--- src/rtl/alu_ctrl_pkg.sv ---
// Shared types for the ALU controller: ALU op codes, Funct7/Funct3 constants,
// M-extension FSM states and the base R/I-type op table.
package alu_ctrl_pkg;

    typedef enum logic [4:0] {
        ALU_AND  = 5'd0,
        ALU_OR   = 5'd1,
        ALU_ADD  = 5'd2,
        ALU_XOR  = 5'd3,
        ALU_SLL  = 5'd4,
        ALU_SUB  = 5'd6,
        ALU_SLTU = 5'd7,
        ALU_SRL  = 5'd8,
        ALU_SLT  = 5'd10,
        ALU_SRA  = 5'd12
    } alu_op_e;

    localparam logic [6:0] F7_BASE   = 7'b0000000;
    localparam logic [6:0] F7_ALT    = 7'b0100000;
    localparam logic [6:0] F7_MULDIV = 7'b0000001;

    typedef enum logic [1:0] {
        MD_IDLE,
        MD_MUL,
        MD_DIV,
        MD_DONE
    } md_state_e;

    localparam logic [2:0] F3_MUL    = 3'b000;
    localparam logic [2:0] F3_MULH   = 3'b001;
    localparam logic [2:0] F3_MULHSU = 3'b010;
    localparam logic [2:0] F3_MULHU  = 3'b011;
    localparam logic [2:0] F3_DIV    = 3'b100;
    localparam logic [2:0] F3_DIVU   = 3'b101;
    localparam logic [2:0] F3_REM    = 3'b110;
    localparam logic [2:0] F3_REMU   = 3'b111;

    // Funct7=0000000 meaning of each Funct3 (shared by R-type and OP-IMM)
    function automatic alu_op_e base_op(input logic [2:0] f3);
        case (f3)
            3'b000:  base_op = ALU_ADD;
            3'b001:  base_op = ALU_SLL;
            3'b010:  base_op = ALU_SLT;
            3'b011:  base_op = ALU_SLTU;
            3'b100:  base_op = ALU_XOR;
            3'b101:  base_op = ALU_SRL;
            3'b110:  base_op = ALU_OR;
            default: base_op = ALU_AND;
        endcase
    endfunction

endpackage

--- src/rtl/md_divider.sv ---
// Iterative restoring divider on operand magnitudes; one quotient bit per step,
// sign fix applied combinationally on the final step's result.
module md_divider #(
    parameter int XLEN = 32
) (
    input  logic            i_clk,
    input  logic            i_rst,
    input  logic            i_start,
    input  logic            i_step,
    input  logic            i_last,
    input  logic            i_signed,
    input  logic            i_rem_sel,
    input  logic [XLEN-1:0] i_dividend,
    input  logic [XLEN-1:0] i_divisor,
    output logic            o_done,
    output logic [XLEN-1:0] o_result
);

    logic [XLEN-1:0] r_quot;
    logic [XLEN-1:0] r_rem;
    logic [XLEN-1:0] r_dvs;
    logic            r_negq;
    logic            r_negr;
    logic            r_rem_sel;

    logic            w_a_neg;
    logic            w_b_neg;
    logic [XLEN:0]   w_shift;
    logic [XLEN:0]   w_diff;
    logic            w_ge;
    logic [XLEN-1:0] w_rem_n;
    logic [XLEN-1:0] w_quot_n;

    assign w_a_neg  = i_signed & i_dividend[XLEN-1];
    assign w_b_neg  = i_signed & i_divisor[XLEN-1];

    assign w_shift  = {r_rem, r_quot[XLEN-1]};
    assign w_diff   = w_shift - {1'b0, r_dvs};
    assign w_ge     = ~w_diff[XLEN];
    assign w_rem_n  = w_ge ? w_diff[XLEN-1:0] : w_shift[XLEN-1:0];
    assign w_quot_n = {r_quot[XLEN-2:0], w_ge};

    assign o_done   = i_step & i_last;
    assign o_result = r_rem_sel ? (r_negr ? -w_rem_n : w_rem_n)
                                : (r_negq ? -w_quot_n : w_quot_n);

    always_ff @(posedge i_clk or posedge i_rst) begin
        if (i_rst) begin
            r_quot    <= '0;
            r_rem     <= '0;
            r_dvs     <= '0;
            r_negq    <= 1'b0;
            r_negr    <= 1'b0;
            r_rem_sel <= 1'b0;
        end else if (i_start) begin
            r_quot    <= w_a_neg ? -i_dividend : i_dividend;
            r_rem     <= '0;
            r_dvs     <= w_b_neg ? -i_divisor : i_divisor;
            r_negq    <= w_a_neg ^ w_b_neg;
            r_negr    <= w_a_neg;
            r_rem_sel <= i_rem_sel;
        end else if (i_step) begin
            r_quot    <= w_quot_n;
            r_rem     <= w_rem_n;
        end
    end

endmodule

--- src/rtl/alu_md_controller.sv ---
// ALU control decoder plus multi-cycle RV32M/RV64M unit that stalls the core
// until the registered M-extension result is available.
module alu_md_controller
    import alu_ctrl_pkg::*;
#(
    parameter int XLEN    = 32,
    parameter int MUL_LAT = 2
) (
    input  logic            clk,
    input  logic            reset,
    input  logic            valid,
    input  logic [1:0]      ALUOp,
    input  logic [6:0]      Funct7,
    input  logic [2:0]      Funct3,
    input  logic            Branch,
    input  logic            Mem,
    input  logic            OpI,
    input  logic [XLEN-1:0] op_a,
    input  logic [XLEN-1:0] op_b,
    output logic [4:0]      Operation,
    output logic            Con_beq,
    output logic            Con_bne,
    output logic            Con_blt,
    output logic            Con_bge,
    output logic            Con_bltu,
    output logic            Con_bgeu,
    output logic            md_sel,
    output logic [XLEN-1:0] md_result,
    output logic            stall
);

    localparam int CW = $clog2(XLEN);

    alu_op_e           w_op;
    logic [5:0]        w_con;
    logic [6:0]        w_f7_sh;

    md_state_e         r_state;
    md_state_e         w_state_n;
    logic [CW-1:0]     r_cnt;
    logic [CW-1:0]     w_cnt_n;
    logic [XLEN-1:0]   r_md_result;
    logic [XLEN-1:0]   w_res_n;
    logic              w_res_load;
    logic [2*XLEN-1:0] r_pipe [MUL_LAT];
    logic              r_hi;

    logic              w_mop;
    logic              w_is_div;
    logic              w_sgn_a;
    logic              w_sgn_b;
    logic              w_hi;
    logic              w_rem;
    logic              w_b_zero;
    logic              w_ovf;
    logic [XLEN-1:0]   w_special;
    logic [2*XLEN-1:0] w_a_ext;
    logic [2*XLEN-1:0] w_b_ext;
    logic [2*XLEN-1:0] w_prod;
    logic              w_div_start;
    logic              w_div_done;
    logic [XLEN-1:0]   w_div_result;

    // RV64 immediate shifts carry shamt[5] in Funct7[0]
    assign w_f7_sh = (XLEN == 64) ? {Funct7[6:1], 1'b0} : Funct7;

    always_comb begin
        w_op  = ALU_ADD;
        w_con = '0;
        if (Mem || (ALUOp == 2'b00 && !OpI)) begin
            w_op = ALU_ADD;
        end else if (Branch) begin
            case (Funct3)
                3'b000:  begin w_op = ALU_SUB;  w_con[0] = 1'b1; end
                3'b001:  begin w_op = ALU_SUB;  w_con[1] = 1'b1; end
                3'b100:  begin w_op = ALU_SLT;  w_con[2] = 1'b1; end
                3'b101:  begin w_op = ALU_SLT;  w_con[3] = 1'b1; end
                3'b110:  begin w_op = ALU_SLTU; w_con[4] = 1'b1; end
                3'b111:  begin w_op = ALU_SLTU; w_con[5] = 1'b1; end
                default: w_op = ALU_ADD;
            endcase
        end else if (OpI) begin
            if (Funct3 == 3'b001) begin
                if (w_f7_sh == F7_BASE) w_op = ALU_SLL;
            end else if (Funct3 == 3'b101) begin
                if (w_f7_sh == F7_BASE)     w_op = ALU_SRL;
                else if (w_f7_sh == F7_ALT) w_op = ALU_SRA;
            end else begin
                w_op = base_op(Funct3);
            end
        end else if (ALUOp == 2'b10) begin
            if (Funct7 == F7_BASE) begin
                w_op = base_op(Funct3);
            end else if (Funct7 == F7_ALT) begin
                if (Funct3 == 3'b000)      w_op = ALU_SUB;
                else if (Funct3 == 3'b101) w_op = ALU_SRA;
            end
        end
    end

    assign Operation = w_op;
    assign Con_beq   = w_con[0];
    assign Con_bne   = w_con[1];
    assign Con_blt   = w_con[2];
    assign Con_bge   = w_con[3];
    assign Con_bltu  = w_con[4];
    assign Con_bgeu  = w_con[5];

    always_comb begin
        w_is_div = 1'b0;
        w_sgn_a  = 1'b0;
        w_sgn_b  = 1'b0;
        w_hi     = 1'b1;
        w_rem    = 1'b0;
        case (Funct3)
            F3_MUL:    w_hi = 1'b0;
            F3_MULH:   begin w_sgn_a = 1'b1; w_sgn_b = 1'b1; end
            F3_MULHSU: w_sgn_a = 1'b1;
            F3_MULHU:  w_hi = 1'b1;
            F3_DIV:    begin w_is_div = 1'b1; w_sgn_a = 1'b1; end
            F3_DIVU:   w_is_div = 1'b1;
            F3_REM:    begin w_is_div = 1'b1; w_sgn_a = 1'b1; w_rem = 1'b1; end
            F3_REMU:   begin w_is_div = 1'b1; w_rem = 1'b1; end
            default:   w_hi = 1'b1;
        endcase
    end

    assign w_mop     = valid && ALUOp == 2'b10 && Funct7 == F7_MULDIV;
    assign w_b_zero  = (op_b == '0);
    assign w_ovf     = w_sgn_a && (op_a == {1'b1, {(XLEN-1){1'b0}}}) && (&op_b);
    assign w_special = w_rem ? (w_b_zero ? op_a : '0)
                             : (w_b_zero ? '1 : op_a);

    assign w_a_ext = {{XLEN{w_sgn_a & op_a[XLEN-1]}}, op_a};
    assign w_b_ext = {{XLEN{w_sgn_b & op_b[XLEN-1]}}, op_b};
    assign w_prod  = w_a_ext * w_b_ext;

    md_divider #(
        .XLEN(XLEN)
    ) u_div (
        .i_clk      (clk),
        .i_rst      (reset),
        .i_start    (w_div_start),
        .i_step     (r_state == MD_DIV),
        .i_last     (r_cnt == '0),
        .i_signed   (w_sgn_a),
        .i_rem_sel  (w_rem),
        .i_dividend (op_a),
        .i_divisor  (op_b),
        .o_done     (w_div_done),
        .o_result   (w_div_result)
    );

    always_comb begin
        w_state_n   = r_state;
        w_cnt_n     = r_cnt;
        w_res_load  = 1'b0;
        w_res_n     = r_md_result;
        w_div_start = 1'b0;
        case (r_state)
            MD_IDLE: begin
                if (w_mop) begin
                    if (!w_is_div) begin
                        w_state_n = MD_MUL;
                        w_cnt_n   = CW'(MUL_LAT - 1);
                    end else if (w_b_zero || w_ovf) begin
                        w_state_n  = MD_DONE;
                        w_res_load = 1'b1;
                        w_res_n    = w_special;
                    end else begin
                        w_state_n   = MD_DIV;
                        w_cnt_n     = CW'(XLEN - 1);
                        w_div_start = 1'b1;
                    end
                end
            end
            MD_MUL: begin
                if (!valid) begin
                    w_state_n = MD_IDLE;
                end else if (r_cnt == '0) begin
                    w_state_n  = MD_DONE;
                    w_res_load = 1'b1;
                    w_res_n    = r_hi ? r_pipe[MUL_LAT-1][2*XLEN-1:XLEN]
                                      : r_pipe[MUL_LAT-1][XLEN-1:0];
                end else begin
                    w_cnt_n = r_cnt - 1'b1;
                end
            end
            MD_DIV: begin
                if (!valid) begin
                    w_state_n = MD_IDLE;
                end else if (w_div_done) begin
                    w_state_n  = MD_DONE;
                    w_res_load = 1'b1;
                    w_res_n    = w_div_result;
                end else begin
                    w_cnt_n = r_cnt - 1'b1;
                end
            end
            default: w_state_n = MD_IDLE;
        endcase
    end

    always_ff @(posedge clk or posedge reset) begin
        if (reset) begin
            r_state <= MD_IDLE;
            r_cnt   <= '0;
        end else begin
            r_state <= w_state_n;
            r_cnt   <= w_cnt_n;
        end
    end

    // Product is formed from the live operands at capture, then delayed
    always_ff @(posedge clk or posedge reset) begin
        if (reset) begin
            for (int i = 0; i < MUL_LAT; i++) r_pipe[i] <= '0;
            r_hi        <= 1'b0;
            r_md_result <= '0;
        end else begin
            if (r_state == MD_IDLE && w_mop && !w_is_div) begin
                r_pipe[0] <= w_prod;
                r_hi      <= w_hi;
            end
            if (r_state == MD_MUL) begin
                for (int i = 1; i < MUL_LAT; i++) r_pipe[i] <= r_pipe[i-1];
            end
            if (w_res_load) r_md_result <= w_res_n;
        end
    end

    assign md_result = r_md_result;
    assign md_sel    = w_mop;
    assign stall     = !reset && w_mop && (r_state != MD_DONE);

endmodule

--- config.mk ---
export PLATFORM = sky130hd
export DESIGN_NAME = alu_md_controller
export DESIGN_NICKNAME = d
export VERILOG_FILES = /design/src/rtl/alu_ctrl_pkg.sv /design/src/rtl/md_divider.sv /design/src/rtl/alu_md_controller.sv
export SDC_FILE = /design/constraint.sdc
export NUM_CORES = 2
export LEC_CHECK = 0
export ABC_CLOCK_PERIOD_IN_PS = 9100
export BUFFER_PORTS_ARGS = -buffer_cell sky130_fd_sc_hd__buf_2
export CAP_MARGIN = 20
export CORE_AREA = 2 2 378 380
export CTS_CLUSTER_DIAMETER = 150
export CTS_CLUSTER_SIZE = 24
export DETAILED_ROUTE_END_ITERATION = 8
export DIE_AREA = 0 0 380 382
export GPL_ROUTABILITY_DRIVEN = 1
export GPL_TIMING_DRIVEN = 0
export PLACE_DENSITY = 0.52
export SKIP_LAST_GASP = 1
export SLEW_MARGIN = 10
export SYNTH_ARGS = -nofsm -noshare
export SYNTH_HDL_FRONTEND = slang
export SYNTH_HIERARCHICAL = 1
export SYNTH_SLANG_ARGS = --single-unit
--- constraint.sdc ---
create_clock -name clk -period 9.1 [get_ports clk]
set_clock_uncertainty 0.05 [all_clocks]
set_input_delay 1.82 -clock clk [delete_from_list [all_inputs] [get_ports clk]]
set_output_delay 1.82 -clock clk [all_outputs]
set_load 0.1 [all_outputs]
# [Word-level counts from Yosys, hierarchy flattened]
# Index checks and enable logic that the tools add are counted.
[word_totals] reg_bits=267 latch_bits=0 ram_bits=0 rom_bits=0 inputBits=82 out_inout_bits=45 word_cells=160 memories=0
[op_classes] add_sub_neg=6 multipliers=1 n_div=0 order_cmp=0 n_eq_ne=26 shifts=0 muxes=78 bitwise_logic=6 n_reduce_logical=31
[op_table] op="two-way mux 32 bit" count=21
[op_table] op="negation 32 bit" count=4
[op_table] op="one-hot mux 32 bit (3 select lines)" count=1
[op_table] op="two-way mux 5 bit" count=14
[op_table] op="multiplier 33 x 33 -> 64 bit" count=1
[op_table] op="subtractor 33 x 32 -> 33 bit" count=1
[op_table] op="== test 32 bit (second input constant)" count=1
[op_table] op="zero test 32 bit" count=1
[op_table] op="AND reduction 32 bit" count=1
[op_table] op="one-hot mux 4 bit (7 select lines)" count=1
[op_table] op="two-way mux 1 bit" count=22
[op_table] op="two-way mux 4 bit" count=5
[op_table] op="one-hot mux 4 bit (5 select lines)" count=1
[op_table] op="!= test 2 bit (second input constant)" count=9
[op_table] op="one-hot mux 5 bit (3 select lines)" count=1
[op_table] op="== test 3 bit (second input constant)" count=4
[op_table] op="two-way mux 2 bit" count=6
[op_table] op="two-way mux 6 bit" count=2
[op_table] op="one-hot mux 4 bit (3 select lines)" count=1
[op_table] op="logical AND 1 bit" count=9
[op_table] op="AND reduction 9 bit" count=1
[op_table] op="OR reduction 4 bit" count=2
[op_table] op="== test 7 x 1 -> 1 bit (second input constant)" count=1
[op_table] op="== test 7 x 6 -> 1 bit (second input constant)" count=1
[op_table] op="25 further kinds" count=37

# [Longest topological paths before layout]
[depth] ltp_word=11 mapped_depth=33

# [By module]
# Netlist, hierarchy kept.
[by_module_without_submodules] mod="alu_md_controller" n_inst=1 cells_each=5099 area_each_um2=46183.0
[by_module_without_submodules] mod="md_divider" n_inst=1 cells_each=1298 area_each_um2=9783.1

# [Least setup slack after synthesis]
# Ideal clock, no wire load.
[synth_path] path_kind="input port to flip-flop" start="input port Funct3[1]" end="register r_pipe[125] (netlist name)" t_arrival_ns=9.914 t_required_ns=8.955 path_slack_ns=-0.959 cell_stages=30 path_buffers=2 cell_sequence="clkbuf_1 -> nor2_1 -> xnor2_1 -> and2_0 -> clkbuf_1 -> nand2_1 -> inv_1 -> fa_1 -> fa_1 -> fa_1 -> inv_1 -> fa_1 -> inv_1 -> fa_1 -> fa_1 -> fa_1 -> inv_1 -> fa_1 -> inv_1 -> ha_1 -> a21o_1 -> a21o_1 -> a21oi_1 -> nor2_1 -> o21ai_0 -> a21oi_1 -> nor2_1 -> nor2_1 -> o31a_1 -> o31ai_1"
[synth_via] elab_chain_cells=5 elab_cells_between_ends=16 cone_classes="1 x mul; 6 x eq/ne; 3 x mux; 2 x bitwise; 4 x reduce/logical"
[synth_rtl] element="start: declaration" line_no="alu_md_controller.sv:14" rtl="input logic [2:0] Funct3,"
[synth_rtl] element="== test 3 x 1 -> 1 bit, or another cell as far along" line_no="alu_md_controller.sv:115" rtl="case (Funct3)"
[synth_rtl] element="OR reduction 4 bit (no line)"
[synth_rtl] element="two-way mux 1 bit" line_no="alu_md_controller.sv:115"
[synth_rtl] element="bitwise AND 1 bit / zero test 1 bit (equally long branches)" line_no="alu_md_controller.sv:134, alu_md_controller.sv:221"
[synth_rtl] element="multiplier 33 x 33 -> 64 bit / logical AND 1 bit (equally long branches)" line_no="alu_md_controller.sv:136, alu_md_controller.sv:221"
[synth_rtl] element="end: declaration" line_no="alu_md_controller.sv:45" rtl="logic [2*XLEN-1:0] r_pipe [MUL_LAT];"
# Several ways; a longest one is shown, not always the timed one.
# A chain may end at the register's enable or synchronous reset.

# [Final worst setup path]
[layout_path] start="input port Funct3[2]" end="register r_pipe[121] (netlist name)"
# Same word-level chain as after synthesis.

==> results.cfg <==
[clock_tree]
cts.sink_count = 267
htreeDepth = 1
cts_tree = built
clkLatencyLatePin_ns = 0.54
clockRootBuffer = clkbuf_16
ctsHoldBuffers = 0
clock_path_buffers = 3
cts_buffers = 15
clkTransAtPathRegs_ns = 0.10

[die]
floorplan.initialDensity_pct = 39.7
rows = 138
coreArea_mm2 = 0.141
die_x_um = 380
io_pins = 127
dieArea_mm2 = 0.145
die_h_um = 382

[place]
pre_cts_ws_ns = -2.96
io_buffers = 121
dp_hpwl_um = 192000
gp_congestion = 0.961

[drt]
drc_errors = 0
firstDrtPassIters = 6
vias_per_cell = 5.46
vias = 46200
drtAntennaViolNets = 0
routed_wl_um = 231000
dr.first_iter.drc_count = 3603
wl_per_cell_um = 27.3

[logic_synthesis]
synth_edf_count = 0
syn-num-nets = 7859
muxShareOfSynthArea_pct = 3.03
yosys.area_share.simple_pct = 15.9
yosys-top-cells-area = fa_1 40%, dfrtp_1 12%, inv_1 8.3%, nand2_1 7.6%, ha_1 5.7%
synth_top_family_by_area = adder cells
synthAdderAreaFrac_pct = 46.0
synth_cell_types = 101
synth-seq-cells = 267
synth_flop_cell = dfrtp_1
yosys_warnings = 6
synth_compound_area_share_pct = 8.99
synthesis.area_mm2 = 0.0560
yosysTopAreaCell = fa_1
syn_area_per_cell_um2 = 8.75
synth_cells = 6397
synthXorXnorAreaFrac_pct = 3.13
yosysTopAreaCellShare_pct = 40.3
ys_seq_area_share_pct = 11.9
async_reset_ff_share_pct = 100

[timing]
slew_viol_final = 0
period_minus_slack_ns = 9.36
layout_setup_ws_ns = -0.261
post-route-period-util_pct = 103
rsz0062_at_grt = true
timing.fmax_ghz = 0.107
slew_headroom_pct = 28.8
tightest_slew_ns = 1.07
setup_viol = 12
hold_viol = 0
whs_ns = 0.439

[global_route]
grt_first_pass_wirelength_um = 335000
grt_max_degree = 105
antenna_found_initial = 13
overflow = 0
grt_pass1_vias = 47800
grt_use_total_pct = 31.7

[worst_setup_path]
cp_num_buf_inv = 12
crit_type = in2reg
cpLargestDelayFamily = adder cells
cpMostUsedCell = fa_1
critical_path_required_ns = 9.45
end_kind = flop
slowest_stage = fa_1
arrival_ns = 9.71
critPathMaxStageDelay_ns = 0.54
cp-start-kind = input pin
path_max_fanout = 6

[finish]
nFillCells = 14300
drive_gt1_share_pct = 11.0
area_delta_synth_final_pct = 10.7
nNetsFinal = 8021

[outcome]
violations = setup timing
outcome = finished, violations left

[flow_run]
cap_violations = 0

[worst_hold_path]
hp-class = reg2reg
==> flip-flops by register name (all words and copies together) (netlist names) <==
register         count
r_pipe             128
md_result           32
u_div/r_dvs         32
u_div/r_quot        32
u_div/r_rem         32
r_cnt                5
r_state              2
r_hi                 1
u_div/r_negq         1
u_div/r_negr         1
u_div/r_rem_sel      1
==> final cells by class <==
cell class | instances | area (um2) | area share, %
antenna | 14 | 35.0 | 0.0565
buffer | 337 | 2200 | 3.56
clock buffer | 15 | 375 | 0.606
clock inverter | 2 | 38.8 | 0.0626
inverter | 1244 | 4700 | 7.59
multi-input combinational | 4489 | 43900 | 70.9
sequential | 267 | 6680 | 10.8
tap | 1890 | 2360 | 3.82
timing repair buffer | 205 | 1640 | 2.64
==> repair_timing <==
item / 4_1_cts / 5_1_grt
buffers inserted: 45 / 27
pin swaps: 71 / 86
cloned: 2 / 0
gates resized for setup: 462 / 187
setup endpoints to repair: 46 / 26
==> worst min-delay path, cell delays in order, from the launching register on <==
cell and delay, ns:
dfrtp_1 0.35, nand2_1 0.06, nand2_1 0.06
==> synthesized netlist by cell type, types with 15 or more instances <==
| cell type | n |
|---|---|
| inv_1 | 1242 |
| fa_1 | 1126 |
| nand2_1 | 1126 |
| clkbuf_1 | 364 |
| and2_1 | 302 |
| dfrtp_1 | 267 |
| ha_1 | 254 |
| a21oi_1 | 250 |
| nor2_1 | 234 |
| o21ai_0 | 182 |
| xnor2_1 | 131 |
| mux2_2 | 99 |
| xor2_1 | 69 |
| o31ai_1 | 66 |
| mux2i_1 | 58 |
| nor3_1 | 54 |
| a211oi_1 | 46 |
| a21o_1 | 42 |
| nand3_1 | 42 |
| nor4_1 | 36 |
| nand4_1 | 29 |
| a31oi_1 | 28 |
| or3_1 | 24 |
| o211ai_1 | 22 |
| nand2b_1 | 18 |
| buf_1 | 16 |
| o21bai_1 | 15 |
==> placed cells by master (no fill, tap or decap), drive strengths merged, types with 30 or more instances in the layout <==
master     n
inv     1242
nand2   1128
fa      1126
and2     305
clkbuf   286
buf      270
dfrtp    267
a21oi    255
ha       254
nor2     235
o21ai    198
xnor2    131
mux2      99
xor2      69
o31ai     68
mux2i     58
nor3      58
a211oi    48
a21o      43
nand3     43
nor4      37
nand4     30
==> layer usage <==
layer / GRT usage (%) / vias to the layer above / share of wire (%)
li1: - / 19900 / -
met1: 40.8 / 24000 / 40
met2: 53.3 / 1896 / 48
met3: 5.11 / 388 / 7.7
met4: 13.0 / 2 / 4.9
met5: 0 / - / 0.0052
==> cells by family (layout without fill, tap and decap cells) <==
| group | count (synthesis) | count (layout) |
|---|---|---|
| compound gates | 789 | 789 |
| xor+xnor | 200 | 200 |
| fa+ha+maj | 1380 | 1380 |
| buf+inv | 1641 | 1803 |
| flops | 267 | 267 |
| mux | 157 | 157 |
| other cells | 1 | 15 |
| simple gates | 1962 | 1962 |
==> metrics by stage <==
stage                     TNS, ns  instances  area [um2]  util, %
after floorplan            -0.654       6397       56100        -
after global placement    -108.42       8408       59100     42.0
after detailed placement   -89.25       8418       59300     42.1
after CTS                  -0.748       8426       61200     43.5
after global routing        -4.34       8453       61900     44.0
final                       -1.67       8463       62000     44.0
==> worst paths after layout <==
| kind | slack (ns) | to | cells after the start | start |
|---|---|---|---|---|
| worst max register to register | 1.22 | md_result[26] | 26 | u_div/r_quot[31] |
| worst min-delay path | 0.44 | r_pipe[66] | 2 | r_pipe[66] |
| max in group asynchronous | 6.77 | r_pipe[37] | 3 | reset |
| worst min register to register | 0.44 | r_pipe[66] | 2 | r_pipe[66] |
| min in group asynchronous | 1.24 | u_div/r_quot[26] | 2 | reset |
| worst max-delay path | -0.26 | r_pipe[121] | 32 | Funct3[2] |
Power is not shown: default switching activity piles up to over one toggle a cycle in this logic, so the estimate is an artifact.
